===== config.mk =====
export PLATFORM = sky130hd
export DESIGN_NAME = multicycle_control_unit
export DESIGN_NICKNAME = d
export VERILOG_FILES = /design/src/rtl/multicycle_control_unit.sv
export SDC_FILE = /design/constraint.sdc
export NUM_CORES = 1
export LEC_CHECK = 0
export CAP_MARGIN = 20
export CELL_PAD_IN_SITES_DETAIL_PLACEMENT = 1
export CELL_PAD_IN_SITES_GLOBAL_PLACEMENT = 2
export CORE_ASPECT_RATIO = 0.5
export CORE_MARGIN = 1
export CORE_UTILIZATION = 34
export DETAILED_ROUTE_END_ITERATION = 12
export DONT_BUFFER_PORTS = 1
export PLACE_DENSITY_LB_ADDON = 0.05
export SYNTH_ARGS = -nofsm -noshare
export SYNTH_HDL_FRONTEND = slang
export SYNTH_SLANG_ARGS = --single-unit

===== constraint.sdc =====
create_clock -name clk -period 1.68 [get_ports clk]
set_clock_uncertainty 0.2 [all_clocks]
set_input_delay 0.252 -clock clk [delete_from_list [all_inputs] [get_ports clk]]
set_output_delay 0.252 -clock clk [all_outputs]
set_load 0.05 [all_outputs]

===== src/rtl/multicycle_control_unit.sv =====
// Multicycle instruction control unit: IDLE -> DECODE -> EXECUTE -> MEM -> WRITEBACK.
// Every output is registered from the next state and the latched opcode class,
// so instr_valid, opcode and mem_ready never reach an output combinationally.
module multicycle_control_unit #(
   parameter int OPCODE_W    = 4,
   parameter int ALU_OP_W    = 2,
   parameter int MEM_TIMEOUT = 8,
   parameter int CNT_W       = 16
) (
   input  logic                clk,
   input  logic                rst_n,
   input  logic                instr_valid,
   input  logic [OPCODE_W-1:0] opcode,
   output logic                instr_ready,
   input  logic                mem_ready,
   output logic                reg_write_enable,
   output logic [ALU_OP_W-1:0] alu_op,
   output logic                mem_read,
   output logic                mem_write,
   output logic [1:0]          mux_sel,
   output logic                busy,
   output logic                illegal_op,
   output logic                timeout_err,
   output logic [CNT_W-1:0]    retired_cnt
);

   localparam int WAIT_W = (MEM_TIMEOUT > 1) ? $clog2(MEM_TIMEOUT) : 1;
   localparam logic [WAIT_W-1:0] WAIT_LAST = WAIT_W'(MEM_TIMEOUT - 1);

   typedef enum logic [2:0] {
      S_IDLE      = 3'd0,
      S_DECODE    = 3'd1,
      S_EXECUTE   = 3'd2,
      S_MEM       = 3'd3,
      S_WRITEBACK = 3'd4
   } state_t;

   typedef enum logic [2:0] {
      OP_ADD   = 3'd0,
      OP_SUB   = 3'd1,
      OP_LOAD  = 3'd2,
      OP_STORE = 3'd3,
      OP_NOP   = 3'd4,
      OP_ILL   = 3'd5
   } op_t;

   // Map a raw opcode to its class; any set bit above the defined codes is illegal.
   function automatic op_t decode_op(input logic [OPCODE_W-1:0] code);
      op_t res;
      case (code)
         OPCODE_W'(0): res = OP_ADD;
         OPCODE_W'(1): res = OP_SUB;
         OPCODE_W'(2): res = OP_LOAD;
         OPCODE_W'(3): res = OP_STORE;
         OPCODE_W'(4): res = OP_NOP;
         default:      res = OP_ILL;
      endcase
      return res;
   endfunction

   state_t              state_r, state_nxt_s;
   op_t                 op_r, op_nxt_s;
   logic [WAIT_W-1:0]   wait_r, wait_nxt_s;
   logic                retire_s, ill_nxt_s, tmo_nxt_s;
   logic                ready_nxt_s, busy_nxt_s, we_nxt_s, rd_nxt_s, wr_nxt_s;
   logic [ALU_OP_W-1:0] alu_nxt_s;
   logic [1:0]          mux_nxt_s;

   // Next-state, opcode latch, MEM wait counter, retire and error-pulse decisions.
   always_comb begin
      state_nxt_s = state_r;
      op_nxt_s    = op_r;
      wait_nxt_s  = wait_r;
      retire_s    = 1'b0;
      ill_nxt_s   = 1'b0;
      tmo_nxt_s   = 1'b0;
      case (state_r)
         S_IDLE: begin
            // instr_ready is high throughout IDLE, so instr_valid alone completes the handshake
            if (instr_valid) begin
               op_nxt_s    = decode_op(opcode);
               state_nxt_s = S_DECODE;
            end else begin
               state_nxt_s = S_IDLE;
            end
         end
         S_DECODE: begin
            case (op_r)
               OP_ADD, OP_SUB, OP_LOAD, OP_STORE: state_nxt_s = S_EXECUTE;
               OP_NOP: begin
                  state_nxt_s = S_IDLE;
                  retire_s    = 1'b1;
               end
               default: begin
                  state_nxt_s = S_IDLE;
                  ill_nxt_s   = 1'b1;
               end
            endcase
         end
         S_EXECUTE: begin
            wait_nxt_s = WAIT_W'(0);
            if ((op_r == OP_LOAD) || (op_r == OP_STORE)) begin
               state_nxt_s = S_MEM;
            end else begin
               state_nxt_s = S_WRITEBACK;
            end
         end
         S_MEM: begin
            // A completion in the last allowed cycle wins over the timeout
            if (mem_ready) begin
               if (op_r == OP_LOAD) begin
                  state_nxt_s = S_WRITEBACK;
               end else begin
                  state_nxt_s = S_IDLE;
                  retire_s    = 1'b1;
               end
            end else if (wait_r == WAIT_LAST) begin
               state_nxt_s = S_IDLE;
               tmo_nxt_s   = 1'b1;
            end else begin
               wait_nxt_s = wait_r + WAIT_W'(1);
            end
         end
         S_WRITEBACK: begin
            state_nxt_s = S_IDLE;
            retire_s    = 1'b1;
         end
         default: state_nxt_s = S_IDLE;
      endcase
   end

   // Control outputs for the state being entered, from that state and the latched opcode class.
   always_comb begin
      ready_nxt_s = 1'b0;
      busy_nxt_s  = 1'b1;
      we_nxt_s    = 1'b0;
      rd_nxt_s    = 1'b0;
      wr_nxt_s    = 1'b0;
      alu_nxt_s   = ALU_OP_W'(0);
      mux_nxt_s   = 2'b00;
      case (state_nxt_s)
         S_IDLE: begin
            ready_nxt_s = 1'b1;
            busy_nxt_s  = 1'b0;
         end
         S_DECODE: busy_nxt_s = 1'b1;
         S_EXECUTE: begin
            alu_nxt_s = (op_nxt_s == OP_SUB) ? ALU_OP_W'(1) : ALU_OP_W'(0);
            mux_nxt_s = ((op_nxt_s == OP_LOAD) || (op_nxt_s == OP_STORE)) ? 2'b01 : 2'b00;
         end
         S_MEM: begin
            rd_nxt_s  = (op_nxt_s == OP_LOAD);
            wr_nxt_s  = (op_nxt_s == OP_STORE);
            mux_nxt_s = 2'b01;
         end
         S_WRITEBACK: begin
            we_nxt_s  = 1'b1;
            mux_nxt_s = (op_nxt_s == OP_LOAD) ? 2'b10 : 2'b00;
         end
         default: begin
            ready_nxt_s = 1'b0;
            busy_nxt_s  = 1'b0;
         end
      endcase
   end

   // State, opcode class, wait counter, registered outputs and retire counter.
   always_ff @(posedge clk) begin
      if (!rst_n) begin
         state_r          <= S_IDLE;
         op_r             <= OP_NOP;
         wait_r           <= WAIT_W'(0);
         instr_ready      <= 1'b1;
         busy             <= 1'b0;
         reg_write_enable <= 1'b0;
         mem_read         <= 1'b0;
         mem_write        <= 1'b0;
         alu_op           <= ALU_OP_W'(0);
         mux_sel          <= 2'b00;
         illegal_op       <= 1'b0;
         timeout_err      <= 1'b0;
         retired_cnt      <= CNT_W'(0);
      end else begin
         state_r          <= state_nxt_s;
         op_r             <= op_nxt_s;
         wait_r           <= wait_nxt_s;
         instr_ready      <= ready_nxt_s;
         busy             <= busy_nxt_s;
         reg_write_enable <= we_nxt_s;
         mem_read         <= rd_nxt_s;
         mem_write        <= wr_nxt_s;
         alu_op           <= alu_nxt_s;
         mux_sel          <= mux_nxt_s;
         illegal_op       <= ill_nxt_s;
         timeout_err      <= tmo_nxt_s;
         if (retire_s) begin
            retired_cnt <= retired_cnt + CNT_W'(1);
         end else begin
            retired_cnt <= retired_cnt;
         end
      end
   end

endmodule


==> flow_summary_export.csv, run 1 <==
group,metric,value,unit
run_status,status,"finished with violations",
run_status,failed_checks,"negative hold slack, negative setup slack",
placement,post_dp_cell_area,2210,sq um
timing,fmax,557,MHz
routing,drc,0,
power_and_ir_drop,power_frac_comb,13.5,%
worst_setup_path,reg2reg_to,"retired_cnt[11]",
global_routing,grt_max_degree,35,
clock_tree,h-tree-depth,2,
routing,drtIter0Drc,22,
global_routing,antenna_found_initial,0,
floorplan,core.rowCount,18,
synth,synth_seq_area_share,38.9,%
timing,fin_crit_sh,107,%
finish,fillers,567,
timing,final.setup.worst_slack,-0.116,ns
floorplan,num_io_pins,35,
worst_setup_path,critical_path_class,"register to register",
timing,period_minus_slack,1.80,ns
min_path,holdCritPathClass,"input port to register",
power_and_ir_drop,intPower,1.23,mW
clock_tree,cts_buffers,5,
timing,hold_ws,-0.00186,ns
global_routing,grt-ovfl-total,0,
global_routing,first_global_vias,1724,
timing,drv_slew,0,
clock_tree,root_buffer,"clkbuf_8",
min_path,hold_path_end,"mem_read",
synth,ys_seq_elements,35,
power_and_ir_drop,max-vdd-ir-drop,284,uV
power_and_ir_drop,clkPwrFrac,35.9,%
finish,layout.cells.non_filler,320,
routing,wire_per_inst,16.7,microns
power_and_ir_drop,power_leakage,0.963,nW
finish,fin_nets,260,
clock_tree,cts.sinks,35,
placement,dp_hpwl,3450,microns
power_and_ir_drop,switching_share,28.0,%
worst_setup_path,crit_path_start_kind,"register",
synth,synth-main-ff-cell,"dfxtp_1",
placement,dpl.cell_count,300,
worst_setup_path,path_max_fanout,4,
synth,yosysWarnings,0,
routing,first_pass_iters,4,
min_path,hp-start,"opcode[0]",
floorplan,dieArea,5610,sq um
clock_tree,clock_latency,0.29,ns
worst_setup_path,worstReg2RegStart,"state_r[0]",
timing,rsz0062_at_grt,"true",
placement,place_ws,-0.187,ns
floorplan,start_util,36.0,%
min_path,min_path_cells,2,
power_and_ir_drop,power,1.70,mW
clock_tree,cts_tree,"yes",
global_routing,grt_pass1_wl,8670,microns
global_routing,gr-usage-met1,26.0,%
floorplan,die_h,53.5,microns
clock_tree,clk_path_buf_depth,2,
floorplan,die_width,105,microns
worst_setup_path,rrSetupSlack,-0.12,ns
power_and_ir_drop,share_seq_of_total_power,50.6,%
power_and_ir_drop,power.switching,476,uW
finish,area_delta_synth_final,52.3,%
routing,ant_nets,0,
synth,yosys.area.top_type,"dfxtp_1",
timing,hold_viol,1,
global_routing,gr-usage-met2,35.9,%
worst_setup_path,cp_data_arrival_time,1.81,ns
global_routing,grt_util_met3,5.30,%
worst_setup_path,reg2regPathDepth,5,
synth,synth_area,1800,sq um
worst_setup_path,cp-end-kind,"register",
placement,gp_congestion,0.794,
run,cap_violations,0,
synth,synth_nets,205,
global_routing,grt_usage,20.5,%
routing,routed_wl,5350,microns
finish,n_antenna_cell,0,
synth,synth-edff-count,0,
synth,yosysTopAreaCellShare,38.9,%
synth,netlist-cell-type-count,50,
worst_setup_path,cp.required,1.69,ns
synth,synthArstFlopShare,0,%
global_routing,grt-busiest-layer,"met2",
synth,synth_area_leaders,"dfxtp_1, mux2i_1, nand2_1",
clock_tree,path_clk_slew,0.08,ns
timing,finalSetupViolCount,16,
routing,vias_per_cell,5.14,
finish,drive_gt1_share,52.4,%
timing,worst_pin_slew,0.538,ns
timing,slew_headroom,64.1,%
synth,syn_avg_cell_area,9.29,sq um
placement,port_buffers,0,
finish,stdcell_area,2740,sq um
synth,postSynthCellCount,194,
floorplan,core_area,5000,sq um
power_and_ir_drop,power_per_cell_area,620,nW/um^2
routing,num_vias,1646,
[power by group through the flow]
stage	Clock (mW)	Sequential [mW]	Combinational, mW
floorplan	0	0.888	0.100
global placement	0	0.882	0.152
detailed placement	0	0.882	0.155
CTS	0.633	0.861	0.203
global route	0.669	0.863	0.247
finish	0.610	0.862	0.230
[stage by stage]
| stage | utilization [%] | hold WS, ns | TNS, ns |
|---|---|---|---|
| 5_1_grt | 54.9 | 0.0122 | -2.50 |
| 2_1_floorplan | - | 0.192 | -0.0229 |
| 3_3_place_gp | 44.2 | 0.151 | -1.72 |
| 3_5_place_dp | 44.2 | 0.152 | -2.33 |
| 6_report | 54.9 | -0.00186 | -1.09 |
| 4_1_cts | 50.9 | 0.000934 | -0.842 |
[kinds of logic (layout without fill, tap and decap cells)]
family | Yosys count | in the layout | synth area share (%)
flops | 35 | 35 | 38.9
other cells | 1 | 1 | 0.208
mux | 14 | 14 | 7.78
fa+ha+maj | 3 | 3 | 2.08
buf+inv | 12 | 67 | 3.68
simple gates | 91 | 92 | 29.7
compound gates | 38 | 38 | 17.7
[layout make-up]
type / instances / area (sq um) / share of cell area [%]
Multi-Input combinational cell: 148 / 1310 / 47.8
Sequential cell: 35 / 751 / 27.4
Timing Repair Buffer: 57 / 502 / 18.3
Tap cell: 70 / 87.6 / 3.19
Clock buffer: 6 / 72.6 / 2.64
Clock inverter: 2 / 11.3 / 0.410
Inverter: 2 / 7.51 / 0.274
[routing by layer]
layer	share of wire, %	up-vias
met4	0.19	0
met2	48	20
met1	49	812
met3	3.1	2
li1	-	812
met5	0	-
[state kept, by name, summed over array words and instances, names as in the netlist]
register,cells
mem_write,1
op_r,3
timeout_err,1
wait_r,3
reg_write_enable,1
retired_cnt,16
mux_sel,2
mem_read,1
alu_op,1
state_r,3
illegal_op,1
busy,1
instr_ready,1
[Yosys cell counts, types with 2 or more instances]
library cell / instances
o21ai_0: 4
a21oi_1: 16
nor2b_1: 3
buf_2: 2
dfxtp_1: 35
nand2b_1: 14
nor3_1: 2
nor2_1: 4
nor3b_1: 2
nor3b_2: 2
buf_4: 3
a2111oi_2: 4
nand4_1: 5
mux2i_1: 14
nand2_1: 30
a211oi_2: 3
ha_1: 3
nor4_1: 2
clkbuf_1: 3
nand3_1: 10
and3_1: 2
or4b_1: 2
and2_1: 2
[critical path, cell delays in order, from the launching register on]
cell       delay, ns
dfxtp_4         0.38
buf_6           0.10
and3b_2         0.27
nand3_4         0.15
a2111oi_4       0.40
mux2i_1         0.23
[how the worst max path moves through the flow]
stage | endpoint | slack [ns] | from | cells past startpoint
6_report | retired_cnt[11] | -0.12 | state_r[0] | 5
5_1_grt | retired_cnt[15] | -0.21 | state_r[0] | 5
4_1_cts | retired_cnt[15] | -0.09 | state_r[0] | 5
3_5_place_dp | mem_read | -0.19 | state_r[2] | 6
3_3_place_gp | mem_read | -0.16 | state_r[2] | 6
2_1_floorplan | retired_cnt[15] | -0.02 | retired_cnt[13] | 3
[cell usage in the layout, fill, tap and decap left out, drive strengths merged]
master / instances
dfxtp: 35
nor4b: 1
and3b: 1
clkbuf: 6
mux2i: 14
a21o: 1
nor2b: 3
nor3: 3
a211oi: 4
and3: 2
a2111oi: 5
nand4: 5
nor2: 5
nor4: 2
or4b: 2
a31o: 1
o22a: 1
buf: 55
and4b: 1
nand3b: 1
or3b: 1
and4: 1
clkinv: 2
o21bai: 1
nand4b: 1
nand2b: 14
and2: 2
or2: 1
ha: 3
nor3b: 4
a21oi: 17
nand2: 30
a31oi: 1
o211ai: 1
nand3: 12
dlygate4sd3: 2
inv: 2
a21boi: 1
o21ai: 5
conb: 1
[timing repair]
action / 4_1_cts / 5_1_grt
setup endpoints to repair: 25 / 29
cloned: 1 / 0
setup buffers: 4 / 5
gates resized for setup: 41 / 35
hold endpoints to repair: 21 / 0
hold buffers: 3 / 0
pin swaps: 17 / 23
Note: power is estimated with default switching activity, not from simulation.
==> run 2: changes to the inputs <==
--- a/config.mk
+++ b/config.mk
@@ -8,12 +8,13 @@
 export CAP_MARGIN = 20
 export CELL_PAD_IN_SITES_DETAIL_PLACEMENT = 1
 export CELL_PAD_IN_SITES_GLOBAL_PLACEMENT = 2
-export CORE_ASPECT_RATIO = 0.5
+export CORE_ASPECT_RATIO = 1.2
 export CORE_MARGIN = 1
-export CORE_UTILIZATION = 34
+export CORE_UTILIZATION = 38
 export DETAILED_ROUTE_END_ITERATION = 12
 export DONT_BUFFER_PORTS = 1
 export PLACE_DENSITY_LB_ADDON = 0.05
+export SKIP_CTS_REPAIR_TIMING = 1
 export SYNTH_ARGS = -nofsm -noshare
 export SYNTH_HDL_FRONTEND = slang
 export SYNTH_SLANG_ARGS = --single-unit
==> constraint.sdc (replaced) <==
create_clock -name clk -period 2 [get_ports clk]
set_clock_uncertainty 0.2 [all_clocks]
set_input_delay 0.3 -clock clk [delete_from_list [all_inputs] [get_ports clk]]
set_output_delay 0.3 -clock clk [all_outputs]
set_load 0.05 [all_outputs]
==> run 2 against run 1 <==
Effect of this change: the run ends with negative hold slack left; hold slack got worse by 0.0094 ns; global-route usage decreased by 0.43 points; combinational power is 50% lower; register-to-register slack better by 0.22 ns; count of clock-buffer cells in the layout is 2 higher; power decreased by 18%; setup slack gained 0.22 ns; routed wire length fell by 13%; via count fell by 8.2%; sequential power is 15% lower; utilization fell by 7.3 points; sequential cell count did not move.
==> flow_summary_export.csv, run 2 (synthesis results as in run 1) <==
group,metric,value,unit
routing,drtIter0Drc,53,
power_and_ir_drop,power_per_cell_area,647,nW/um^2
run_status,failed_checks,"negative hold slack",
clock_tree,path_clk_slew,0.07,ns
placement,port_buffers,0,
finish,layout_commonest_cell,"nand2_1",
clock_tree,cts_tree,"yes",
power_and_ir_drop,power.switching,337,uW
floorplan,core_area,4560,sq um
timing,finalSetupViolCount,0,
worst_setup_path,crit_path_start_kind,"register",
worst_setup_path,cp_data_arrival_time,1.88,ns
routing,first_pass_iters,4,
timing,rsz0062_at_grt,"false",
power_and_ir_drop,power_leakage,0.763,nW
finish,fillers,540,
min_path,min_path_cells,2,
clock_tree,clock_latency,0.28,ns
clock_tree,clk_path_buf_depth,2,
placement,dp_hpwl,3430,microns
power_and_ir_drop,share_seq_of_total_power,52.5,%
finish,drive_gt1_share,25.9,%
placement,gp_congestion,0.824,
clock_tree,root_buffer,"clkbuf_8",
power_and_ir_drop,intPower,1.07,mW
power_and_ir_drop,power_frac_comb,8.2,%
floorplan,die_width,64.9,microns
finish,largest_reg_flops,16,
floorplan,die_h,77.4,microns
routing,routed_wl,4640,microns
global_routing,antenna_found_initial,0,
run,cap_violations,0,
power_and_ir_drop,max-vdd-ir-drop,349,uV
global_routing,grt-ovfl-total,0,
timing,hold_ws,-0.0112,ns
global_routing,grt_max_degree,37,
power_and_ir_drop,clkPwrFrac,39.3,%
floorplan,core.rowCount,27,
timing,worst_pin_slew,0.935,ns
worst_setup_path,cp-end-kind,"register",
finish,postLayoutCoreUtil,47.5,%
routing,ant_nets,0,
worst_setup_path,critical_path_class,"register to register",
global_routing,grt_pass1_wl,7780,microns
global_routing,first_global_vias,1547,
routing,vias_per_cell,5.44,
finish,top_register,"retired_cnt",
global_routing,grt_usage,20.1,%
clock_tree,cts_buffers,5,
floorplan,dieArea,5020,sq um
routing,wire_per_inst,16.7,microns
worst_setup_path,cp.required,1.98,ns
timing,slew_headroom,37.5,%
finish,final_cell_mix,"nand2_1, dfxtp_1, buf_4, a21oi_1",
finish,n_antenna_cell,0,
power_and_ir_drop,switching_share,24.0,%
clock_tree,h-tree-depth,2,
clock_tree,cts.sinks,35,
timing,hold_viol,1,
finish,fin_nets,230,
floorplan,num_io_pins,35,
worst_setup_path,path_max_fanout,8,
timing,fmax,527,MHz
finish,area_delta_synth_final,20.3,%
timing,drv_slew,0,
floorplan,start_util,39.5,%
timing,fin_crit_sh,94.9,%
timing,period_minus_slack,1.90,ns
min_path,holdCritPathClass,"input port to register",
worst_setup_path,reg2regPathDepth,5,
routing,drc,0,
routing,num_vias,1511,
run_status,status,"finished with violations",
run 2: cell types whose count changed in the layout (fill, tap and decap cells not counted), sizes merged:
cell	delta
buf	-33
dlygate4sd3	+4
clkbuf	+2
clkinv	-1
inv	-1
nand3	-1
run 2: final timing paths:
kind | from | endpoint | slack (ns)
worst max register to register | state_r[0] | mem_write | 0.10
worst min-delay path | rst_n | retired_cnt[7] | -0.01
worst max-delay path | state_r[0] | mem_write | 0.10
worst min register to register | wait_r[1] | wait_r[1] | 0.27
run 2: final cells by class:
cell class	count	area (sq um)	share of cell area [%]
clock buffer	8	100	4.62
tap	58	72.6	3.35
multi-input combinational	147	1050	48.6
timing repair buffer	28	225	10.4
sequential	35	709	32.7
inverter	2	7.51	0.346
run 2: metrics by stage:
stage          TNS (ns)  area (sq um)  power [mW]  cells  setup WS, ns
4_1_cts               0          2090        1.42    272        0.0365
3_5_place_dp          0          1990       0.853    264        0.0510
6_report              0          2170        1.40    278         0.102
5_1_grt               0          2170        1.48    278       0.00554
2_1_floorplan  -0.00829          1810       0.837    194      -0.00829
3_3_place_gp          0          1990       0.849    264         0.127
run 2: layer usage:
metal / up-vias / share of wire [%] / track usage [%]
met2: 16 / 55 / 36.4
met5: - / 0 / 0
li1: 749 / - / -
met1: 742 / 42 / 23.0
met3: 4 / 2.3 / 4.41
met4: 0 / 0.78 / 6.00
run 2: power groups by stage:
stage / logic (mW) / clock network (mW) / registers, mW
final: 0.115 / 0.552 / 0.737
after global routing: 0.126 / 0.616 / 0.739
after CTS: 0.100 / 0.579 / 0.736
after detailed placement: 0.0999 / 0 / 0.753
after global placement: 0.0968 / 0 / 0.752
after floorplan: 0.0840 / 0 / 0.753
run 2: critical path, stage by stage, from the launching register on:
cell and delay (ns):
dfxtp_2 0.36, buf_4 0.16, or4b_1 0.67, nor2_2 0.17
a21oi_2 0.06, a2111oi_4 0.18
